$ cat src/rtl/mempool_pkg.sv
// Shared constants and helpers for the tile remote-port allocator.
package mempool_pkg;

  localparam int unsigned NumCoresPerTile              = 4;
  localparam int unsigned NumRdRemoteReqPortsPerTile   = 0;
  localparam int unsigned NumRdWrRemoteReqPortsPerTile = 4;
  localparam int unsigned NumWrRemoteReqPortsPerTile   = 0;
  localparam int unsigned NumRemoteReqPortsPerTile     = NumRdRemoteReqPortsPerTile +
                                                         NumRdWrRemoteReqPortsPerTile +
                                                         NumWrRemoteReqPortsPerTile;

  // Index width that stays at least one bit wide for single-entry ranges.
  function automatic int unsigned idx_width(input int unsigned n);
    return (n > 1) ? $clog2(n) : 1;
  endfunction

  // Port 0 is the local group, ports 1..NumRemoteReqPortsPerTile are remote.
  localparam int unsigned RemotePortsIdxWidth = idx_width(NumRemoteReqPortsPerTile + 1);
  typedef logic [RemotePortsIdxWidth-1:0] remote_ports_index_t;

endpackage

$ cat src/rtl/mempool_port_rank.sv
// Rotated prefix popcount: for each core, how many masked cores precede it
// in the round-robin order that starts at prio; also the total masked count.
module mempool_port_rank import mempool_pkg::*; #(
  parameter  int unsigned NumCores = 4,
  localparam int unsigned PrioW    = idx_width(NumCores),
  localparam int unsigned RankW    = idx_width(NumCores + 1)
) (
  input  logic [NumCores-1:0]            mask,
  input  logic [PrioW-1:0]               prio,
  output logic [NumCores-1:0][RankW-1:0] rank,
  output logic [RankW-1:0]               total
);

  // Position of a core in the rotated order (prio is position 0).
  function automatic int unsigned rot_pos(input int unsigned idx, input logic [PrioW-1:0] p);
    return (idx + NumCores - 32'(p)) % NumCores;
  endfunction

  // Count earlier masked cores for every core, and the overall population.
  always_comb begin
    rank  = '0;
    total = '0;
    for (int unsigned c = 0; c < NumCores; c++) begin
      for (int unsigned j = 0; j < NumCores; j++) begin
        if (mask[j] && (rot_pos(j, prio) < rot_pos(c, prio))) begin
          rank[c] = rank[c] + RankW'(1);
        end
      end
      if (mask[c]) begin
        total = total + RankW'(1);
      end
    end
  end

endmodule

$ cat src/rtl/mempool_remote_port_allocator.sv
// Per-tile allocator choosing a request port for each core: port 0 for the
// local group, otherwise a remote port picked statically or by rotating
// pointers, with sticky per-core locks holding the choice until handshake.
module mempool_remote_port_allocator import mempool_pkg::*; #(
  parameter  int unsigned NumCores       = NumCoresPerTile,
  parameter  int unsigned NumRdPorts     = NumRdRemoteReqPortsPerTile,
  parameter  int unsigned NumRdWrPorts   = NumRdWrRemoteReqPortsPerTile,
  parameter  int unsigned NumWrPorts     = NumWrRemoteReqPortsPerTile,
  parameter  int unsigned GroupIdWidth   = 2,
  parameter  bit          DynamicAlloc   = 1'b1,
  localparam int unsigned NumRemotePorts = NumRdPorts + NumRdWrPorts + NumWrPorts,
  localparam int unsigned SelW           = idx_width(NumRemotePorts + 1)
) (
  input  logic                             clk_i,
  input  logic                             rst_i,
  input  logic [GroupIdWidth-1:0]          group_id_i,
  input  logic [NumCores*GroupIdWidth-1:0] tgt_group_i,
  input  logic [NumCores-1:0]              valid_i,
  input  logic [NumCores-1:0]              wr_i,
  input  logic [NumCores-1:0]              ready_i,
  output logic [NumCores-1:0]              valid_o,
  output logic [NumCores-1:0]              ready_o,
  output logic [NumCores*SelW-1:0]         tgt_sel_o,
  output logic [NumCores-1:0]              locked_o
);

  // With no dedicated read or write ports, reads and writes share one pointer.
  localparam bit          Shared  = (NumRdPorts == 0) && (NumWrPorts == 0);
  localparam int unsigned RdBase  = 1;
  localparam int unsigned RdSize  = NumRdPorts + NumRdWrPorts;
  localparam int unsigned WrBase  = 1 + NumRdPorts;
  localparam int unsigned WrSize  = NumRdWrPorts + NumWrPorts;
  localparam int unsigned RdSizeG = (RdSize > 0) ? RdSize : 1;
  localparam int unsigned WrSizeG = (WrSize > 0) ? WrSize : 1;
  localparam int unsigned RdPtrW  = idx_width(RdSizeG);
  localparam int unsigned WrPtrW  = idx_width(WrSizeG);
  localparam int unsigned PrioW   = idx_width(NumCores);
  localparam int unsigned RankW   = idx_width(NumCores + 1);

  logic [NumCores-1:0]            is_remote;
  logic [NumCores-1:0]            is_new;
  logic [NumCores-1:0]            use_wr;
  logic [NumCores-1:0]            rd_mask;
  logic [NumCores-1:0]            wr_mask;
  logic [NumCores-1:0][RankW-1:0] rd_rank;
  logic [NumCores-1:0][RankW-1:0] wr_rank;
  logic [RankW-1:0]               rd_total;
  logic [RankW-1:0]               wr_total;
  logic [NumCores-1:0][SelW-1:0]  sel;

  logic [NumCores-1:0]            lock_q;
  logic [NumCores-1:0][SelW-1:0]  lock_port_q;
  logic [RdPtrW-1:0]              rd_ptr_q;
  logic [WrPtrW-1:0]              wr_ptr_q;
  logic [PrioW-1:0]               prio_q;

  // Classify each request: remote or local, read or write class, newly allocated or not.
  always_comb begin
    is_remote = '0;
    is_new    = '0;
    use_wr    = '0;
    rd_mask   = '0;
    wr_mask   = '0;
    for (int unsigned c = 0; c < NumCores; c++) begin
      is_remote[c] = tgt_group_i[c*GroupIdWidth +: GroupIdWidth] != group_id_i;
      is_new[c]    = DynamicAlloc && valid_i[c] && is_remote[c] && !lock_q[c];
      use_wr[c]    = !Shared && wr_i[c];
      rd_mask[c]   = is_new[c] && !use_wr[c];
      wr_mask[c]   = is_new[c] && use_wr[c];
    end
  end

  mempool_port_rank #(.NumCores(NumCores)) i_rd_rank (
    .mask  (rd_mask),
    .prio  (prio_q),
    .rank  (rd_rank),
    .total (rd_total)
  );

  mempool_port_rank #(.NumCores(NumCores)) i_wr_rank (
    .mask  (wr_mask),
    .prio  (prio_q),
    .rank  (wr_rank),
    .total (wr_total)
  );

  // Pick the port per core: held lock port, local port 0, or a class-relative remote port.
  always_comb begin
    sel = '0;
    for (int unsigned c = 0; c < NumCores; c++) begin
      if (lock_q[c]) begin
        sel[c] = lock_port_q[c];
      end else if (is_remote[c]) begin
        if (!DynamicAlloc) begin
          sel[c] = use_wr[c] ? SelW'(WrBase + c % WrSizeG) : SelW'(RdBase + c % RdSizeG);
        end else if (use_wr[c]) begin
          sel[c] = SelW'(WrBase + (32'(wr_ptr_q) + 32'(wr_rank[c])) % WrSizeG);
        end else begin
          sel[c] = SelW'(RdBase + (32'(rd_ptr_q) + 32'(rd_rank[c])) % RdSizeG);
        end
      end
    end
  end

  // Track sticky locks, advance class pointers by the number of new requests, rotate priority.
  always_ff @(posedge clk_i) begin
    if (rst_i) begin
      lock_q      <= '0;
      lock_port_q <= '0;
      rd_ptr_q    <= '0;
      wr_ptr_q    <= '0;
      prio_q      <= '0;
    end else begin
      for (int unsigned c = 0; c < NumCores; c++) begin
        if (lock_q[c]) begin
          if (!valid_i[c] || ready_i[c]) begin
            lock_q[c] <= 1'b0;
          end
        end else if (is_new[c] && !ready_i[c]) begin
          lock_q[c]      <= 1'b1;
          lock_port_q[c] <= sel[c];
        end
      end
      if (DynamicAlloc) begin
        rd_ptr_q <= RdPtrW'((32'(rd_ptr_q) + 32'(rd_total)) % RdSizeG);
        wr_ptr_q <= WrPtrW'((32'(wr_ptr_q) + 32'(wr_total)) % WrSizeG);
      end
      prio_q <= (32'(prio_q) == NumCores - 1) ? '0 : prio_q + PrioW'(1);
    end
  end

  assign valid_o   = valid_i;
  assign ready_o   = ready_i;
  assign tgt_sel_o = sel;
  assign locked_o  = lock_q;

endmodule

$ cat config.mk
export PLATFORM = sky130hd
export DESIGN_NAME = mempool_remote_port_allocator
export DESIGN_NICKNAME = d
export VERILOG_FILES = /design/src/rtl/mempool_pkg.sv /design/src/rtl/mempool_port_rank.sv /design/src/rtl/mempool_remote_port_allocator.sv
export SDC_FILE = /design/constraint.sdc
export NUM_CORES = 1
export LEC_CHECK = 0
export CORE_MARGIN = 2
export CORE_UTILIZATION = 29
export CTS_BUF_LIST = sky130_fd_sc_hd__clkbuf_4 sky130_fd_sc_hd__clkbuf_8 sky130_fd_sc_hd__clkbuf_16
export DETAILED_ROUTE_END_ITERATION = 16
export HOLD_SLACK_MARGIN = 0.1
export REMOVE_ABC_BUFFERS = 1
export SLEW_MARGIN = 30
export SYNTH_ARGS = -nofsm -noshare
export SYNTH_HDL_FRONTEND = slang
export SYNTH_HIERARCHICAL = 1
export SYNTH_SLANG_ARGS = --single-unit
$ cat constraint.sdc
create_clock -name clk_i -period 4.7 [get_ports clk_i]
set_clock_uncertainty 0.15 [all_clocks]
set_input_delay 0.94 -clock clk_i [delete_from_list [all_inputs] [get_ports clk_i]]
set_output_delay 0.94 -clock clk_i [all_outputs]
set_load 0.02 [all_outputs]
# Word-level counts from Yosys, hierarchy flattened
# Index checks and enable logic that the tools add are counted.
# classes
n_addsub	29
magnitude_cmp	16
eq_ne	5
mux	40
bitwise	4
reduce_logical	49
# op_table
cell	n
less-than comparator 2 bit	16
two-way mux 2 bit	15
logical AND 1 bit	28
two-way mux 3 bit	8
adder 2 x 1 -> 2 bit (second input constant)	11
two-way mux 1 bit	17
adder 1 x 2 -> 3 bit (first input constant)	4
zero test 1 bit	12
adder 1 x 1 -> 2 bit (second input constant)	5
adder 2 bit	5
inequality test 2 bit	4
AND reduction 2 bit	4
logical OR 1 bit	4
NOT 1 bit	4
subtractor 1 x 2 -> 2 bit (first input constant)	2
subtractor 2 bit (first input constant)	2
equality test 2 bit (second input constant)	1
OR reduction 2 bit	1
# word_totals
register_bits	20
inputBits	24
out_inout_bits	24

# Depth between registers and ports, before layout
# Gate-level depths: netlist of the first run.
# logic_depth
word_depth	15
ltp_mapped	13
ltp_nobuf	13

# By module
# The synthesis of the first run kept the hierarchy.
# modules_own_cells
mod	instances	cells_each	area_each_um2
mempool_remote_port_allocator	1	162	1391.3
mempool_port_rank	1	70	493.0

# Worst setup path after synthesis of the first run
# Ideal clock, no wire load.
# synth_path
path_type	in2out
from	input group_id_i[1]
to	output tgt_sel_o[1]
t_arrival_ns	3.685
slack_ns	-0.075
stages	12
path_cell_list	xor2_1 -> nor2_1 -> nor3_1 -> nand2_1 -> ha_1 -> xnor2_1 -> ha_1 -> xnor2_1 -> xnor2_1 -> ha_1 -> o21ai_0 -> o21ai_0
# synth_lines
item	line	source
start: declaration	mempool_remote_port_allocator.sv:16	input logic [GroupIdWidth-1:0] group_id_i,
end: declaration	mempool_remote_port_allocator.sv:23	output logic [NumCores*SelW-1:0] tgt_sel_o,

==> results of run 1 <==
## repair_timing
item,CTS,global route
endpoints found under the setup margin,12,12
gates resized for setup,86,21
pin swaps,28,4
setup buffers,36,3
## critical path: stages
cell	delay [ns]
dlygate4sd2_1	0.24
buf_6	0.14
xor2_4	0.15
nor2_1	0.17
nor3_2	0.07
buf_4	0.15
buf_4	0.14
nand2b_4	0.08
ha_4	0.21
xnor2_2	0.13
ha_2	0.20
xnor2_2	0.13
xnor2_1	0.13
ha_1	0.30
o21ai_1	0.07
o21ai_1	0.13
buf_4	0.16
## sequential cells by signal, indices dropped and copies added, names as in the netlist
signal       cells
lock_port_q     12
locked_o         4
prio_q           2
rd_ptr_q         2
## cell usage in the layout (no fill, tap or decap), types with 9 or more instances in the layout
master,n
mux2i_1,10
inv_1,23
clkdlybuf4s50_1,22
buf_4,84
nor2_1,10
xnor2_1,9
nand2_1,16
nand2b_1,18
ha_1,19
dfxtp_1,20
## layout make-up
cell class | count | area, um2
Tap cell | 75 | 93.8
Sequential cell | 20 | 400
Fill cell | 564 | 2970
Inverter | 23 | 86.3
Clock buffer | 4 | 55.1
Multi-Input combinational cell | 164 | 1440
Timing Repair Buffer | 123 | 978
## report_power, final
part | total, W | leakage, nW | internal, W | switching (W)
sequential | 0.000237 | 0.164 | 0.000199 | 0.0000382
clock | 0.000140 | 0.0288 | 0.0000748 | 0.0000649
combinational | 0.000858 | 1.24 | 0.000478 | 0.000380
total | 0.00123 | 1.43 | 0.000751 | 0.000483
## how the worst min path moves through the flow
stage	to	slack (ns)	depth (start not counted)
after detailed placement	lock_port_q[8]	0.32	2
final	lock_port_q[1]	0.33	2
after global placement	lock_port_q[2]	0.31	2
after global routing	lock_port_q[2]	0.35	2
after CTS	lock_port_q[7]	0.34	2
after floorplan	lock_port_q[10]	0.30	2
## through the flow
stage | power (W) | cell area [um2] | setup TNS, ns | instances
floorplan | 0.000626 | 1750 | 0 | 207
global placement | 0.000971 | 2590 | -7.32 | 366
detailed placement | 0.000975 | 2580 | -7.38 | 366
CTS | 0.00122 | 2970 | 0 | 406
global route | 0.00134 | 3060 | -0.370 | 409
finish | 0.00123 | 3060 | 0 | 409
## metal layers
metal,global-route usage,up-vias,share of wire
li1,-,944,-
met1,0.169,824,0.44
met2,0.254,25,0.52
met3,0.0158,9,0.022
met4,0.0674,0,0.021
met5,0,-,0
==> metrics.yaml, run 1 <==
placed_design:
  hpwlAfterDp_um: 3170
  place_ws_ns: -0.780
  io_buffer_count: 43
  gp_congestion: 0.770
flow_run:
  drv_cap: 0
floorplanning:
  core_area_um2: 6030
  die_x_um: 83.6
  die_h_um: 83.6
  start_util: 0.305
  dieArea_um2: 6990
  ioPinCount: 48
  core.rowCount: 28
pwr:
  p_leak_nw: 1.43
  power_density_nw_per_um2: 404
  ir_drop_v: 0.000175
status:
  status: "complete, no violations"
sta:
  tightest_slew_ns: 0.539
  fin_hold_ws_ns: 0.329
  rsz0062_at_grt: "yes"
  slew_headroom: 0.641
  fmax_mhz: 216
  drv_slew: 0
  finalCritPeriodShare: 0.983
  finalWorstSetupSlack_ns: 0.0805
  setup_violations: 0
  fin_crit_ns: 4.62
  hold_viol: 0
route:
  drt-wirelength-per-cell_um: 12.1
  routed_wl_um: 4940
  drc: 0
  dr.pass1.iters: 4
  vias: 1802
  drt_first_iter_violations: 42
  vias_per_cell: 4.41
  ant_nets: 0
clocking:
  htree_levels: 1
  cts_buffer_depth: 2
  hold_buffers: 0
  ctsRootBufferMaster: "clkbuf_8"
  clkSlewWorstSetupHoldPaths_ns: 0.08
  clock_latency_ns: 0.27
  numCtsBuffers: 3
  clock-sinks: 20
  cts_tree: "built"
global_route:
  grt_pass1_vias: 1852
  grt_antenna_before_repair: 0
  grt_max_degree: 33
  grt_first_pass_wirelength_um: 8350
  grt_use_total: 0.143
  overflow: 0
hold_path:
  holdCritPathClass: "register to register"
  min-delay-start: "lock_port_q[1]"
worst_setup_path:
  start_kind: "input pin"
  crit_start: "group_id_i[0]"
  critPathArrivalTime_ns: 3.53
  cp-end-kind: "output pin"
  r2r_slack_ns: 1.88
  crit_type: "input pin to output pin"
  r2r-end: "lock_port_q[1]"
  timing.critical_path.fanout_max: 4
  timing.rr.start: "prio_q[1]"
  rr_worst_depth: 13
  endpoint: "tgt_sel_o[7]"
  critical_path_required_ns: 3.61
finish:
  final_nets: 385
  area_delta_synth_final_pct: 66.5
  final_layout_size_suffix_gt1_frac: 0.407
  fin_util: 0.507
  num_antenna_cells: 0
logic_synthesis:
  synthesis.area_um2: 1840
  synthCells: 221
  syn_area_per_cell_um2: 8.31
  yosysWarnings: 6
Note: power is estimated with default switching activity, not from simulation.
==> inputs of run 2 (changes only) <==
- GPL_ROUTABILITY_DRIVEN: not set -> 0
==> results of run 2 <==
No change in the layout: final DEF, timing and power equal those of run 1.
==> inputs of run 3 (changes only) <==
- ABC_CLOCK_PERIOD_IN_PS: not set -> 4700
==> results of run 3 <==
No change in the layout: final DEF, timing and power equal those of run 1.
